`src/rtl/ftsd_scan_rx_pkg.sv`:
```
// Shared constants and types for the four-digit display scan interface.
// The transmit-side scan controller uses the same select codes.
package ftsd_scan_rx_pkg;

  localparam int BCD_BIT_WIDTH           = 4;
  localparam int FTSD_NUM                = 4;
  localparam int FTSD_SCAN_CTL_BIT_WIDTH = 2;

  // Active-low one-cold digit selects.
  localparam logic [FTSD_NUM-1:0] FTSD_SEL_DIG0 = 4'b0111;
  localparam logic [FTSD_NUM-1:0] FTSD_SEL_DIG1 = 4'b1011;
  localparam logic [FTSD_NUM-1:0] FTSD_SEL_DIG2 = 4'b1101;
  localparam logic [FTSD_NUM-1:0] FTSD_SEL_DIG3 = 4'b1110;
  localparam logic [FTSD_NUM-1:0] FTSD_BLANK    = 4'b1111;

  typedef struct packed {
    logic                               valid;
    logic                               blank;
    logic [FTSD_SCAN_CTL_BIT_WIDTH-1:0] idx;
  } ftsd_sel_t;

endpackage

```
`src/rtl/ftsd_sel_decode.sv`:
```
// Combinational decode of an active-low digit select into {valid, blank, idx}.
// Shared with the display-side checker.
module ftsd_sel_decode
  import ftsd_scan_rx_pkg::*;
(
  input  logic [FTSD_NUM-1:0]                sel,
  output logic                               valid,
  output logic                               blank,
  output logic [FTSD_SCAN_CTL_BIT_WIDTH-1:0] idx
);

  always_comb begin
    // NOTE: defaults first, so no path through the case leaves an output unassigned (no latch).
    valid = 1'b0;
    blank = 1'b0;
    idx   = '0;
    case (sel)
      FTSD_SEL_DIG0: begin valid = 1'b1; idx = 2'd0; end
      FTSD_SEL_DIG1: begin valid = 1'b1; idx = 2'd1; end
      FTSD_SEL_DIG2: begin valid = 1'b1; idx = 2'd2; end
      FTSD_SEL_DIG3: begin valid = 1'b1; idx = 2'd3; end
      FTSD_BLANK:    blank = 1'b1;
      default:       ;
    endcase
  end

endmodule

```
`src/rtl/ftsd_scan_rx.sv`:
```
// Receive side of the multiplexed 4-digit display scan: debounces select/BCD,
// rebuilds digits and publishes frames. Optional order check: FTSD_SCAN_RX_ORDER_CHECK_EN.
module ftsd_scan_rx #(
  parameter int BCD_BIT_WIDTH = ftsd_scan_rx_pkg::BCD_BIT_WIDTH,
  parameter int FTSD_NUM      = ftsd_scan_rx_pkg::FTSD_NUM,
  parameter int STABLE_CNT    = 4,
  parameter int TIMEOUT_CYC   = 65535
) (
  input  logic                     clk,
  input  logic                     rst_n,
  input  logic [FTSD_NUM-1:0]      ftsd_ctl,
  input  logic [BCD_BIT_WIDTH-1:0] ftsd_in,
  input  logic                     err_clr,
  output logic [BCD_BIT_WIDTH-1:0] out0,
  output logic [BCD_BIT_WIDTH-1:0] out1,
  output logic [BCD_BIT_WIDTH-1:0] out2,
  output logic [BCD_BIT_WIDTH-1:0] out3,
  output logic                     frame_valid,
  output logic                     err_illegal,
  output logic                     err_order,
  output logic                     stall
);

  import ftsd_scan_rx_pkg::*;

  localparam int STB_W  = $clog2(STABLE_CNT + 1);
  localparam int IDLE_W = $clog2(TIMEOUT_CYC + 1);
  localparam logic [STB_W-1:0]  STB_MAX  = STB_W'(STABLE_CNT);
  localparam logic [IDLE_W-1:0] IDLE_MAX = IDLE_W'(TIMEOUT_CYC);

  // Stage-1 sample and the sample before it.
  logic [FTSD_NUM-1:0]      smp_ctl, prv_ctl;
  logic [BCD_BIT_WIDTH-1:0] smp_bcd, prv_bcd;

  logic [STB_W-1:0]  stb_cnt, stb_cnt_nxt;
  logic              same, accept;
  ftsd_sel_t         dec;
  logic              legal_acc, illegal_acc;

  logic [IDLE_W-1:0] idle_cnt, idle_cnt_nxt;
  logic              timeout_hit;

  logic [FTSD_NUM-1:0] seen, seen_nxt;
  logic                frame_fire;

  logic [BCD_BIT_WIDTH-1:0] digit_q [FTSD_NUM];
  logic [BCD_BIT_WIDTH-1:0] out_q   [FTSD_NUM];

  logic frame_valid_q, err_illegal_q, stall_q;

  ftsd_sel_decode u_sel_decode (
    .sel   (smp_ctl),
    .valid (dec.valid),
    .blank (dec.blank),
    .idx   (dec.idx)
  );

  // Stability counter: one acceptance on the edge the count first reaches STABLE_CNT.
  always_comb begin
    same = ({smp_ctl, smp_bcd} == {prv_ctl, prv_bcd});
    if (!same)                  stb_cnt_nxt = STB_W'(1);
    else if (stb_cnt == STB_MAX) stb_cnt_nxt = stb_cnt;
    else                         stb_cnt_nxt = stb_cnt + 1'b1;
    accept      = (stb_cnt_nxt == STB_MAX) && (!same || (stb_cnt != STB_MAX));
    legal_acc   = accept && dec.valid;
    illegal_acc = accept && !dec.valid && !dec.blank;
  end

  // Idle counter saturates at TIMEOUT_CYC; timeout_hit marks the edge it gets there.
  always_comb begin
    idle_cnt_nxt = idle_cnt;
    timeout_hit  = 1'b0;
    if (legal_acc) begin
      idle_cnt_nxt = '0;
    end else if (idle_cnt != IDLE_MAX) begin
      idle_cnt_nxt = idle_cnt + 1'b1;
      timeout_hit  = (idle_cnt == IDLE_MAX - 1'b1);
    end
  end

  assign frame_fire = &seen;

`ifdef FTSD_SCAN_RX_ORDER_CHECK_EN
  logic [FTSD_SCAN_CTL_BIT_WIDTH-1:0] exp_idx;
  logic                               exp_any;
  logic                               order_bad;
  logic                               err_order_q;

  // The first digit after reset or stall starts the sequence freely.
  assign order_bad = legal_acc && !exp_any && (dec.idx != exp_idx);

  always_ff @(posedge clk) begin
    if (!rst_n) begin
      exp_idx     <= '0;
      exp_any     <= 1'b1;
      err_order_q <= 1'b0;
    end else begin
      if (legal_acc) begin
        exp_idx <= dec.idx + 2'd1;
        exp_any <= 1'b0;
      end else if (timeout_hit) begin
        exp_any <= 1'b1;
      end
      if (order_bad)    err_order_q <= 1'b1;
      else if (err_clr) err_order_q <= 1'b0;
    end
  end

  assign err_order = err_order_q;
`else
  assign err_order = 1'b0;
`endif

  // Seen mask: cleared by frame, timeout or order break; the accepted digit is then recorded.
  always_comb begin
    seen_nxt = seen;
    if (frame_fire || timeout_hit) seen_nxt = '0;
`ifdef FTSD_SCAN_RX_ORDER_CHECK_EN
    if (order_bad) seen_nxt = '0;
`endif
    if (legal_acc) seen_nxt[dec.idx] = 1'b1;
  end

  always_ff @(posedge clk) begin
    if (!rst_n) begin
      smp_ctl       <= FTSD_BLANK;
      smp_bcd       <= '0;
      prv_ctl       <= FTSD_BLANK;
      prv_bcd       <= '0;
      stb_cnt       <= '0;
      idle_cnt      <= '0;
      seen          <= '0;
      frame_valid_q <= 1'b0;
      err_illegal_q <= 1'b0;
      stall_q       <= 1'b0;
      // NOTE: digit and output arrays are a handful of flops that must read 0 after reset, so they are reset here; a real RAM would not be.
      for (int i = 0; i < FTSD_NUM; i++) begin
        digit_q[i] <= '0;
        out_q[i]   <= '0;
      end
    end else begin
      // NOTE: non-blocking, so prv_* captures the pre-edge smp_* value and all state moves together.
      smp_ctl       <= ftsd_ctl;
      smp_bcd       <= ftsd_in;
      prv_ctl       <= smp_ctl;
      prv_bcd       <= smp_bcd;
      stb_cnt       <= stb_cnt_nxt;
      idle_cnt      <= idle_cnt_nxt;
      seen          <= seen_nxt;
      frame_valid_q <= frame_fire;

      if (legal_acc) digit_q[dec.idx] <= smp_bcd;

      if (frame_fire) begin
        for (int i = 0; i < FTSD_NUM; i++) out_q[i] <= digit_q[i];
      end

      if (illegal_acc)  err_illegal_q <= 1'b1;
      else if (err_clr) err_illegal_q <= 1'b0;

      if (legal_acc)        stall_q <= 1'b0;
      else if (timeout_hit) stall_q <= 1'b1;
    end
  end

  assign out0        = out_q[0];
  assign out1        = out_q[1];
  assign out2        = out_q[2];
  assign out3        = out_q[3];
  assign frame_valid = frame_valid_q;
  assign err_illegal = err_illegal_q;
  assign stall       = stall_q;

endmodule

```
`config.mk`:
```
export PLATFORM = sky130hd
export DESIGN_NAME = ftsd_scan_rx
export DESIGN_NICKNAME = d
export VERILOG_FILES = /design/src/rtl/ftsd_scan_rx_pkg.sv /design/src/rtl/ftsd_sel_decode.sv /design/src/rtl/ftsd_scan_rx.sv
export SDC_FILE = /design/constraint.sdc
export NUM_CORES = 1
export LEC_CHECK = 0
export ABC_AREA = 1
export BUFFER_PORTS_ARGS = -buffer_cell sky130_fd_sc_hd__clkbuf_2
export CORE_UTILIZATION = 28
export DETAILED_ROUTE_END_ITERATION = 8
export GPL_TIMING_DRIVEN = 0
export HOLD_SLACK_MARGIN = 0.03
export PLACE_DENSITY_LB_ADDON = 0.2
export RECOVER_POWER = 25
export SLEW_MARGIN = 10
export SYNTH_ARGS = -nofsm -noshare
export SYNTH_HDL_FRONTEND = slang
export SYNTH_HIERARCHICAL = 1
export SYNTH_SLANG_ARGS = --single-unit
```
`constraint.sdc`:
```
create_clock -name clk -period 2.47 [get_ports clk]
set_clock_uncertainty 0.2 [all_clocks]
set_input_delay 0.247 -clock clk [delete_from_list [all_inputs] [get_ports clk]]
set_output_delay 0.247 -clock clk [all_outputs]
set_load 0.005 [all_outputs]
```
==> flow_summary.toml <==
[die]
die-area_um2 = 12000
rows = 38
io_pins = 31
start_util = 0.293
core-area_um2 = 11100
die_x_um = 110
die_h_um = 110

[drt]
routed_wl_mm = 5.84
vias = 2389
drtIter0Drc = 96
drc_errors = 0
antenna_left = 0
wl_per_cell_um = 9.89
drt_first_pass_iters = 4
viasPerCell = 4.04

[yosys]
ys_types = 27
yosys.area_share.simple = 0.267
synth_top_family_by_area = "simple AND/OR/NAND/NOR gates"
syn_area_per_cell_um2 = 8.17
yosysSeqAreaShare = 0.556
yosys_warnings = 6
synth_fp_nets = 412
synth-compound-area-share = 0.0343
synth_mux_area_frac = 0
postSynthCellCount = 397
syn_area_um2 = 3240
synth_edf_count = 32
async_reset_ff_frac = 0
synthAdderAreaFrac = 0.0154
synth_xor_area_frac = 0.0189
ys_ff_latch = 74
synthFlopType = "dfxtp_1"

[global_route]
track_usage = 0.114
grt_max_degree = 17
antenna_found_initial = 0
overflow = 0
grt_pass1_vias = 2285
grt_pass1_wl_mm = 10.3

[cts]
ctsRootBufferMaster = "clkbuf_16"
cts_inserted_buffers = 9
cts_tree = "yes"
cts-htree-levels = 3
cts_sinks = 74
clk_latency_ps = 340
clk_pin_slew_ps = 60
clk_path_buf_depth = 2

[place]
placed_area_um2 = 3560
gp_congestion = 0.744
dp_hpwl_mm = 4.19
io_buffers = 29

[timing]
min_period_ps = 2240
rsz0062_at_grt = "false"
setup_viol = 0
finalMaxSlewViolations = 0
relSlewSlack = 0.592
setup_tns_ps = 0
worst_pin_slew_ps = 611
fmax_mhz = 445
finalHoldViolCount = 0
period_share = 0.909

[worst_setup_path]
end_kind = "flip-flop"
cp_max_fo = 8
arrival_ps = 2070
criticalPathCategory = "flip-flop to flip-flop"
critPathMaxStageDelay_ps = 360
crit_required_ps = 2300
crit_top_cell = "nand2_1"
startpoint_type = "flip-flop"
crit_chain = "ha_1 > nand2_1 > inv_1 > o21ai_0 > nand4_4 > nor2_4 > nand3_2 > nand2_1"
cp_slowest_cell = "o21ai_0"

[pwr]
p_switching_w = 0.000632
cellPowerDensity_nw_per_um2 = 708
swShare = 0.227
clkPwrFrac = 0.464
pwr-share-comb = 0.057
power_frac_seq = 0.479
vdd_ir_drop_max_uv = 243
p_leak_nw = 1.72
internal_power_w = 0.00215

[status]
status = "complete, no violations"

[finish]
fin_area_um2 = 3940
drive_above_1_share = 0.126
final_nets = 461
area_growth_pct = 21.4
antenna_cells = 0
num-fill-cells = 1154

[min_path]
hold_path_class = "input port to flip-flop"

[job]
cap_violations = 0
==> area by class of cell <==
type / instances / area (µm²) / area share
repair buffers: 38 / 221 / 0.0563
multi-input cells: 233 / 1090 / 0.278
plain buffers: 6 / 33.8 / 0.00858
clock inverters: 7 / 68.8 / 0.0175
well taps: 140 / 175 / 0.0445
inverters: 84 / 315 / 0.0801
clock buffers: 9 / 225 / 0.0572
flip-flops and latches: 74 / 1800 / 0.458
==> Yosys cell counts, drive strengths merged (4+ instances only) <==
| library cell | instances | area (µm²) |
|---|---|---|
| a31oi | 5 | 31.3 |
| nor3 | 7 | 35.0 |
| ha | 4 | 50.1 |
| nand4 | 6 | 52.6 |
| a21oi | 8 | 40.0 |
| nand2 | 96 | 368 |
| clkbuf | 4 | 15.0 |
| inv | 84 | 315 |
| edfxtp | 32 | 961 |
| nand3 | 15 | 90.1 |
| or2 | 5 | 31.3 |
| nor2 | 69 | 277 |
| o21ai | 8 | 40.0 |
| dfxtp | 42 | 841 |
| xor2 | 5 | 43.8 |
==> state kept, by name (all words and copies together) (netlist names) <==
signal,count
digit_q,16
err_illegal,1
frame_valid,1
idle_cnt,16
out_q,16
prv_bcd,4
prv_ctl,4
seen,4
smp_bcd,4
smp_ctl,4
stall,1
stb_cnt,3
==> worst max-delay path: cells and delay by family, from the launching register on <==
family / cells / cell delay (ps)
DFF: 1 / 320
adders and majority gates: 1 / 210
buffers and inverters: 1 / 30
and+or+nand+nor: 5 / 810
AOI/OAI and AO/OA: 1 / 360
==> cell families (layout without fill, tap and decap cells) <==
| family | after synthesis | after routing |
|---|---|---|
| other | 1 | 1 |
| DFF | 74 | 74 |
| AOI/OAI and AO/OA | 21 | 21 |
| and+or+nand+nor | 200 | 200 |
| adders and majority gates | 4 | 4 |
| buffers and inverters | 90 | 144 |
| xor gates and xnor gates | 7 | 7 |
==> per-stage QoR <==
stage                     std cells  power [W]  utilization  setup WS (ps)  hold WS, ps
after global routing            591    0.00290        0.355           30.8          152
after detailed placement        566    0.00151        0.322            200          230
after floorplan                 397    0.00146            -            457          145
after global placement          566    0.00151        0.322            247          233
after CTS                       591    0.00283        0.356            191          114
final                           591    0.00279        0.355            225          129
==> per-layer routing <==
layer	share of wire	GRT usage	vias to the layer above	routed length [µm]
met1	0.51	0.143	1036	2980
met4	0.022	0.0543	0	127
met2	0.43	0.178	30	2510
met5	0	0	-	0
met3	0.039	0.0356	13	229
li1	-	-	1310	-
==> layout by cell type (no fill, tap or decap), types with 6 or more instances in the layout <==
master	count
clkbuf_1	15
a21oi_1	8
edfxtp_1	32
clkbuf_16	9
nor3_1	7
inv_2	6
nor2_1	65
dlygate4sd3_1	9
nand3_1	12
dfxtp_1	42
nand2_1	93
clkbuf_2	18
inv_1	78
==> timing repair <==
item	CTS	global route
hold endpoints to repair	9	0
gates resized for setup	0	1
hold buffers	9	0
buffers inserted	0	0
setup endpoints to repair	0	4
==> power by group through the flow <==
stage / combinational [W] / clock (W) / sequential (W)
2_1_floorplan: 0.000102 / 0 / 0.00136
3_3_place_gp: 0.000150 / 0 / 0.00136
3_5_place_dp: 0.000152 / 0 / 0.00136
4_1_cts: 0.000164 / 0.00133 / 0.00133
5_1_grt: 0.000186 / 0.00138 / 0.00134
6_report: 0.000159 / 0.00129 / 0.00133
==> worst paths after layout <==
path,slack [ps],cells past startpoint,to,from
worst max register to register,230,8,digit_q[0][3]$_SDFFCE_PN0P_,stb_cnt[0]$_SDFF_PN0_
worst min register to register,250,2,prv_bcd[1]$_SDFF_PN0_,smp_bcd[1]$_SDFF_PN0_
worst max-delay path,230,8,digit_q[0][3]$_SDFFCE_PN0P_,stb_cnt[0]$_SDFF_PN0_
worst min-delay path,130,3,idle_cnt[4]$_SDFFE_PP0N_,rst_n
(Power assumes the default switching activity.)
